**config.mk**
```make
export PLATFORM = sky130hd
export DESIGN_NAME = frame_stream_reader
export DESIGN_NICKNAME = d
export VERILOG_FILES = /design/src/rtl/img_pkg.sv /design/src/rtl/pix_fifo2.sv /design/src/rtl/frame_stream_reader.sv
export SDC_FILE = /design/constraint.sdc
export NUM_CORES = 1
export LEC_CHECK = 0
export CORE_ASPECT_RATIO = 0.75
export CORE_MARGIN = 10
export CORE_UTILIZATION = 48
export DETAILED_ROUTE_END_ITERATION = 12
export GPL_TIMING_DRIVEN = 0
export HOLD_SLACK_MARGIN = 0.12
export PLACE_DENSITY = 0.87
export SLEW_MARGIN = 10
export SYNTH_ARGS = -nofsm -noshare
export SYNTH_HDL_FRONTEND = slang
export SYNTH_SLANG_ARGS = --single-unit
export TNS_END_PERCENT = 10
```
**constraint.sdc**
```tcl
create_clock -name clk -period 2.1 [get_ports clk]
set_clock_uncertainty 0.15 [all_clocks]
set_input_delay 0.42 -clock clk [delete_from_list [all_inputs] [get_ports clk]]
set_output_delay 0.42 -clock clk [all_outputs]
set_load 0.02 [all_outputs]
```
**src/rtl/img_pkg.sv**
```systemverilog
// Shared image geometry, pixel/FIFO entry layout and the reader state
// encoding for the frame stream reader and its FIFO.
//
// Contents:
//   IMG_W, IMG_H, NUM_PIX : frame geometry (320 x 240 = 76800 pixels)
//   PIX_W, ADDR_W         : RAM word width and linear address width
//   COL_W, ROW_W          : widths of the column/row counters
//   COL_LAST, ROW_LAST    : typed last-column / last-row constants
//   state_e               : reader FSM states
//   pix_entry_t           : one FIFO entry, pixel word plus position flags
package img_pkg;

  localparam int IMG_W   = 320;
  localparam int IMG_H   = 240;
  localparam int NUM_PIX = IMG_W * IMG_H;
  localparam int PIX_W   = 32;
  localparam int ADDR_W  = 17;
  localparam int COL_W   = 9;
  localparam int ROW_W   = 8;
  localparam int FLAG_W  = 4;
  localparam int ENTRY_W = PIX_W + FLAG_W;

  localparam logic [COL_W-1:0] COL_LAST = COL_W'(IMG_W - 1);
  localparam logic [ROW_W-1:0] ROW_LAST = ROW_W'(IMG_H - 1);

  typedef enum logic [1:0] {
    IDLE   = 2'd0,
    STREAM = 2'd1,
    DRAIN  = 2'd2,
    DONE   = 2'd3
  } state_e;

  typedef struct packed {
    logic [PIX_W-1:0] data;
    logic             sof;
    logic             eof;
    logic             sol;
    logic             eol;
  } pix_entry_t;

endpackage

```
**src/rtl/pix_fifo2.sv**
```systemverilog
// Two-entry FIFO holding pixel words with their position flags.
//
// Ports:
//   clk      : clock, all state on the rising edge
//   rst_n    : asynchronous active-low reset, empties the FIFO
//   push_i   : write wdata_i (accepted when not full, or full with a pop)
//   wdata_i  : entry to write
//   pop_i    : remove the head entry (ignored when empty)
//   rdata_o  : head entry
//   full_o   : two entries held
//   empty_o  : no entries held
//   count_o  : number of entries held (0..2)
module pix_fifo2
  import img_pkg::*;
#(
  parameter int W = ENTRY_W
) (
  input  logic         clk,
  input  logic         rst_n,
  input  logic         push_i,
  input  logic [W-1:0] wdata_i,
  input  logic         pop_i,
  output logic [W-1:0] rdata_o,
  output logic         full_o,
  output logic         empty_o,
  output logic [1:0]   count_o
);

  logic [W-1:0] mem_q [2];
  logic         wr_ptr_q;
  logic         rd_ptr_q;
  logic [1:0]   count_q;
  logic         do_push;
  logic         do_pop;

  assign do_pop  = pop_i & (count_q != 2'd0);
  // When full, wr_ptr equals rd_ptr: a push with a pop overwrites the slot
  // being consumed at this same edge, so ordering is preserved.
  assign do_push = push_i & ((count_q != 2'd2) | do_pop);

  always_ff @(posedge clk or negedge rst_n) begin
    if (!rst_n) begin
      for (int i = 0; i < 2; i++) mem_q[i] <= '0;
      wr_ptr_q <= 1'b0;
      rd_ptr_q <= 1'b0;
      count_q  <= 2'd0;
    end else begin
      if (do_push) begin
        mem_q[wr_ptr_q] <= wdata_i;
        wr_ptr_q        <= ~wr_ptr_q;
      end
      if (do_pop) rd_ptr_q <= ~rd_ptr_q;
      case ({do_push, do_pop})
        2'b10:   count_q <= count_q + 2'd1;
        2'b01:   count_q <= count_q - 2'd1;
        default: count_q <= count_q;
      endcase
    end
  end

  assign rdata_o = mem_q[rd_ptr_q];
  assign full_o  = (count_q == 2'd2);
  assign empty_o = (count_q == 2'd0);
  assign count_o = count_q;

endmodule

```
**src/rtl/frame_stream_reader.sv**
```systemverilog
// Reads one 320x240 frame out of a RAM read port in raster order and
// streams it as valid/ready pixel beats with frame/row position flags.
//
// Ports:
//   clk        : clock
//   reset_n    : asynchronous active-low reset
//   start      : level; a frame starts on its 0->1 transition while idle
//   en_r_n     : active-low RAM read enable
//   addr_r     : linear read address 0..76799
//   data_r     : RAM read data, valid combinationally with addr_r
//   pix_valid  : beat valid (FIFO not empty)
//   pix_ready  : downstream accepts the beat
//   pix_data   : pixel word
//   pix_sof/eof/sol/eol : first/last pixel of frame / of row
//   busy       : streaming or draining
//   frame_done : one-cycle pulse after the final transfer
module frame_stream_reader
  import img_pkg::*;
(
  input  logic              clk,
  input  logic              reset_n,
  input  logic              start,
  output logic              en_r_n,
  output logic [ADDR_W-1:0] addr_r,
  input  logic [PIX_W-1:0]  data_r,
  output logic              pix_valid,
  input  logic              pix_ready,
  output logic [PIX_W-1:0]  pix_data,
  output logic              pix_sof,
  output logic              pix_eof,
  output logic              pix_sol,
  output logic              pix_eol,
  output logic              busy,
  output logic              frame_done
);

  state_e            state_q, state_d;
  logic              start_d_q;
  logic [COL_W-1:0]  col_q, col_d;
  logic [ROW_W-1:0]  row_q, row_d;
  logic [ADDR_W-1:0] addr_q, addr_d;

  logic              fifo_full;
  logic              fifo_empty;
  logic [1:0]        fifo_count;
  pix_entry_t        push_entry;
  pix_entry_t        head_entry;

  logic start_edge, pop, rd_en;
  logic at_sof, at_eof, at_sol, at_eol;

  assign start_edge = start & ~start_d_q;
  assign pop        = ~fifo_empty & pix_ready;
  // A read may be issued whenever its entry fits, counting a pop this cycle.
  assign rd_en      = (state_q == STREAM) & (~fifo_full | pop);

  assign at_sol = (col_q == '0);
  assign at_eol = (col_q == COL_LAST);
  assign at_sof = at_sol & (row_q == '0);
  assign at_eof = at_eol & (row_q == ROW_LAST);

  assign push_entry = '{data: data_r, sof: at_sof, eof: at_eof,
                        sol: at_sol, eol: at_eol};

  always_ff @(posedge clk or negedge reset_n) begin
    if (!reset_n) begin
      state_q   <= IDLE;
      start_d_q <= 1'b0;
      col_q     <= '0;
      row_q     <= '0;
      addr_q    <= '0;
    end else begin
      state_q   <= state_d;
      start_d_q <= start;
      col_q     <= col_d;
      row_q     <= row_d;
      addr_q    <= addr_d;
    end
  end

  always_comb begin
    state_d = state_q;
    col_d   = col_q;
    row_d   = row_q;
    addr_d  = addr_q;
    case (state_q)
      IDLE: begin
        if (start_edge) begin
          state_d = STREAM;
          col_d   = '0;
          row_d   = '0;
          addr_d  = '0;
        end
      end
      STREAM: begin
        if (rd_en) begin
          if (at_eof) begin
            // Counters return to zero so addr_r rests at 0 between frames.
            state_d = DRAIN;
            col_d   = '0;
            row_d   = '0;
            addr_d  = '0;
          end else begin
            addr_d = addr_q + ADDR_W'(1);
            if (at_eol) begin
              col_d = '0;
              row_d = row_q + ROW_W'(1);
            end else begin
              col_d = col_q + COL_W'(1);
            end
          end
        end
      end
      DRAIN: begin
        if (pop && (fifo_count == 2'd1)) state_d = DONE;
      end
      DONE: begin
        state_d = IDLE;
      end
      default: begin
        state_d = IDLE;
      end
    endcase
  end

  pix_fifo2 #(.W(ENTRY_W)) u_fifo (
    .clk     (clk),
    .rst_n   (reset_n),
    .push_i  (rd_en),
    .wdata_i (push_entry),
    .pop_i   (pop),
    .rdata_o (head_entry),
    .full_o  (fifo_full),
    .empty_o (fifo_empty),
    .count_o (fifo_count)
  );

  assign en_r_n     = ~rd_en;
  assign addr_r     = addr_q;
  assign pix_valid  = ~fifo_empty;
  assign pix_data   = head_entry.data;
  assign pix_sof    = head_entry.sof;
  assign pix_eof    = head_entry.eof;
  assign pix_sol    = head_entry.sol;
  assign pix_eol    = head_entry.eol;
  assign busy       = (state_q == STREAM) | (state_q == DRAIN);
  assign frame_done = (state_q == DONE);

endmodule

```
==> qor.yml <==
p_int_w: 0.00747
synth.cell_area_mm2: 0.00540
power.net_switching_w: 0.00462
preCtsSetupSlack_ns: -0.751
synth_cell_types: 43
crit_path_cell_trace: "buf_8 > buf_6 > buf_6 > mux2_4 > buf_6"
pwr-share-clk: 0.241
synth_top_cell_area_share: 0.524
io_buffers: 92
arrival_ns: 1.67
hp-class: "reg2reg"
synth-seq-cells: 113
fp.dieW_um: 142
utilization: 0.676
antenna_cells: 0
cts_tree: "built"
drt-vias-per-instance: 5.61
insertion_delay_ns: 0.41
place_congestion: 0.849
cp_max_fo: 6
avgSynthCellArea_um2: 10.5
hold_viol: 0
numClockSinks: 113
yosys-top-cells-area: "dfrtp_1 52%, mux2_2 14%, nand2_1 9.0%"
dr.pass1.iters: 8
crit_required_ns: 1.53
clk_pin_slew_worst_paths_ns: 0.05
worst_pin_slew_ns: 0.524
rsz0062_at_grt: "true"
grt_pass1_wl_um: 23700
antenna_found_initial: 0
fin_cells: 794
seqCellArea_mm2: 0.00283
num_vias: 4454
dieArea_mm2: 0.0159
p_leak_nw: 3.47
track_usage: 0.183
failed_checks: "setup timing"
dpl.hpwl_um: 10000
critical_path_class: "reg2out"
area_delta_synth_final_pct: 36.9
post_drt_wl_per_cell_um: 19.3
layout_min_cycle_time_ns: 2.24
yosysWarnings: 0
power_frac_comb: 0.454
rows: 33
ant_nets: 0
start_util: 0.493
setup_slack_ns: -0.145
critical-path-max-stage-delay_ns: 0.45
final_nets: 690
cp_slowest_cell: "dfrtp_2"
ys.flop_type: "dfrtp_1"
seq_power_share: 0.304
grt_pass1_vias: 4469
dp.cells: 748
overflow: 0
nFillCells: 733
cpMostUsedCell: "buf_6"
status: "finished with violations"
ir_worst_vdd_mv: 0.773
swShare: 0.382
wl_um: 15300
grt_max_degree: 77
cts_buffers: 17
multi_input_area_mm2: 0.00254
drc: 0
synth.net_count: 564
fmax_ghz: 0.446
drv_cap: 0
drive_gt1_frac: 0.317
synth-seq-area-share: 0.524
synth_edf_count: 0
path_buf_inv: 4
powerDensity_mw_per_mm2: 1640
io_pins: 93
cp-end-kind: "output pin"
synth_top_area_cell: "dfrtp_1"
dieHeight_um: 112
synthCells: 515
finalSetupViolations: 79
async_flop_share: 1.00
drv_slew: 0
tns_ns: -4.69
cts_max_level: 4
critPathLaunchType: "flop"
ctsRootBufferMaster: "clkbuf_16"
cts_buffer_depth: 2
critical-path-top-delay-family: "buffers and inverters"
drt_iter0_drc: 446
min_period_over_period: 1.07
slew_headroom: 0.647
coreArea_mm2: 0.0109
-- synth_stat cells, drive strengths merged (2+ instances only) --
library cell  count
mux2             69
nor3              5
or2               2
o22ai             2
inv              13
o21ai            31
nor2b             4
ha               13
nand3            12
o31ai             6
xnor2            11
and4              3
nor4              6
dfrtp           113
nand4            11
nand4b            2
nand2           129
a21oi             6
nor2             23
buf               9
or3               3
nor4b             3
and3              2
clkbuf           15
a31oi             2
nand2b            2
xor2              9
-- through the flow --
step	hold WS, ns	total power (W)	instance area, um2
3_5_place_dp	0.198	0.00880	6520
5_1_grt	0.341	0.0127	7390
6_report	0.321	0.0121	7390
4_1_cts	0.326	0.0117	7250
2_1_floorplan	-0.0256	0.00669	5400
3_3_place_gp	0.304	0.00854	6490
-- kinds of logic (layout without fill, tap and decap cells) --
family	count (synthesis)	in the layout	synth area share
simple gates	211	211	0.180
fa+ha+maj	13	13	0.0301
xor+xnor	20	20	0.0324
compound gates	52	52	0.0607
mux	69	69	0.144
buf+inv	37	176	0.0294
flops	113	113	0.524
-- state kept, by name (all words and copies together), names as in the netlist --
signal / flops
addr_r: 17
u_fifo.rd_ptr_q: 1
start_d_q: 1
u_fifo.wr_ptr_q: 1
col_q: 9
u_fifo.count_o: 2
row_q: 8
u_fifo.mem_q: 72
state_q: 2
-- area by class of cell --
class / count / share of cell area
multi-input cells: 365 / 0.343
plain buffers: 23 / 0.0291
repair buffers: 108 / 0.132
inverters: 13 / 0.00660
clock buffers: 19 / 0.0599
well taps: 140 / 0.0237
flip-flops and latches: 113 / 0.383
clock inverters: 13 / 0.0220
-- timing repair --
action,CTS,global route
pin swaps,6,1
cloned,0,1
buffers inserted,2,11
setup endpoints to repair,150,143
hold buffers,1,0
gates resized for setup,155,105
hold endpoints to repair,37,0
-- worst register-to-register path, stage by stage (launching register included) --
cell     delay (ns)
dfrtp_1        0.40
inv_2          0.08
ha_4           0.17
nor2b_1        0.11
buf_4          0.18
nor2_1         0.08
a211o_2        0.35
or3_4          0.36
o31ai_1        0.23
-- power groups by stage --
stage                     registers, W  clock network [W]  logic (W)
final                          0.00368            0.00292    0.00549
after floorplan                0.00356                  0    0.00313
after global routing           0.00379            0.00305    0.00588
after detailed placement       0.00363                  0    0.00517
after CTS                      0.00365            0.00294    0.00513
after global placement         0.00355                  0    0.00499
-- metal layers --
| layer | wire length, um | track usage | vias to the layer above |
|---|---|---|---|
| met3 | 959 | 0.0501 | 39 |
| met1 | 6120 | 0.218 | 2216 |
| met2 | 7870 | 0.310 | 185 |
| li1 | - | - | 2014 |
| met5 | 0 | 0 | - |
| met4 | 393 | 0.0626 | 0 |
-- placed cells by master, fill, tap and decap left out, drive strengths merged, types with 12 or more instances in the layout --
cell type / instances
dfrtp: 113
nand3: 12
inv: 13
nor2: 23
buf: 56
mux2: 69
ha: 13
o21ai: 31
clkbuf: 40
nand2: 129
clkdlybuf4s50: 45
-- path summary, 6_finish.rpt --
path	depth (start not counted)	to	slack [ns]	start
max in group asynchronous	3	u_fifo.rd_ptr_q$_DFFE_PN0P_	0.79	reset_n
worst min register to register	2	u_fifo.mem_q[63]$_DFFE_PN0P_	0.32	u_fifo.mem_q[63]$_DFFE_PN0P_
min in group asynchronous	2	addr_r[15]$_DFFE_PN0P_	0.33	reset_n
worst min-delay path	2	u_fifo.mem_q[63]$_DFFE_PN0P_	0.32	u_fifo.mem_q[63]$_DFFE_PN0P_
worst max register to register	8	addr_r[9]$_DFFE_PN0P_	-0.11	u_fifo.count_o[1]$_DFFE_PN0P_
worst max-delay path	5	pix_data[3]	-0.14	u_fifo.rd_ptr_q$_DFFE_PN0P_
(Power assumes the default switching activity.)
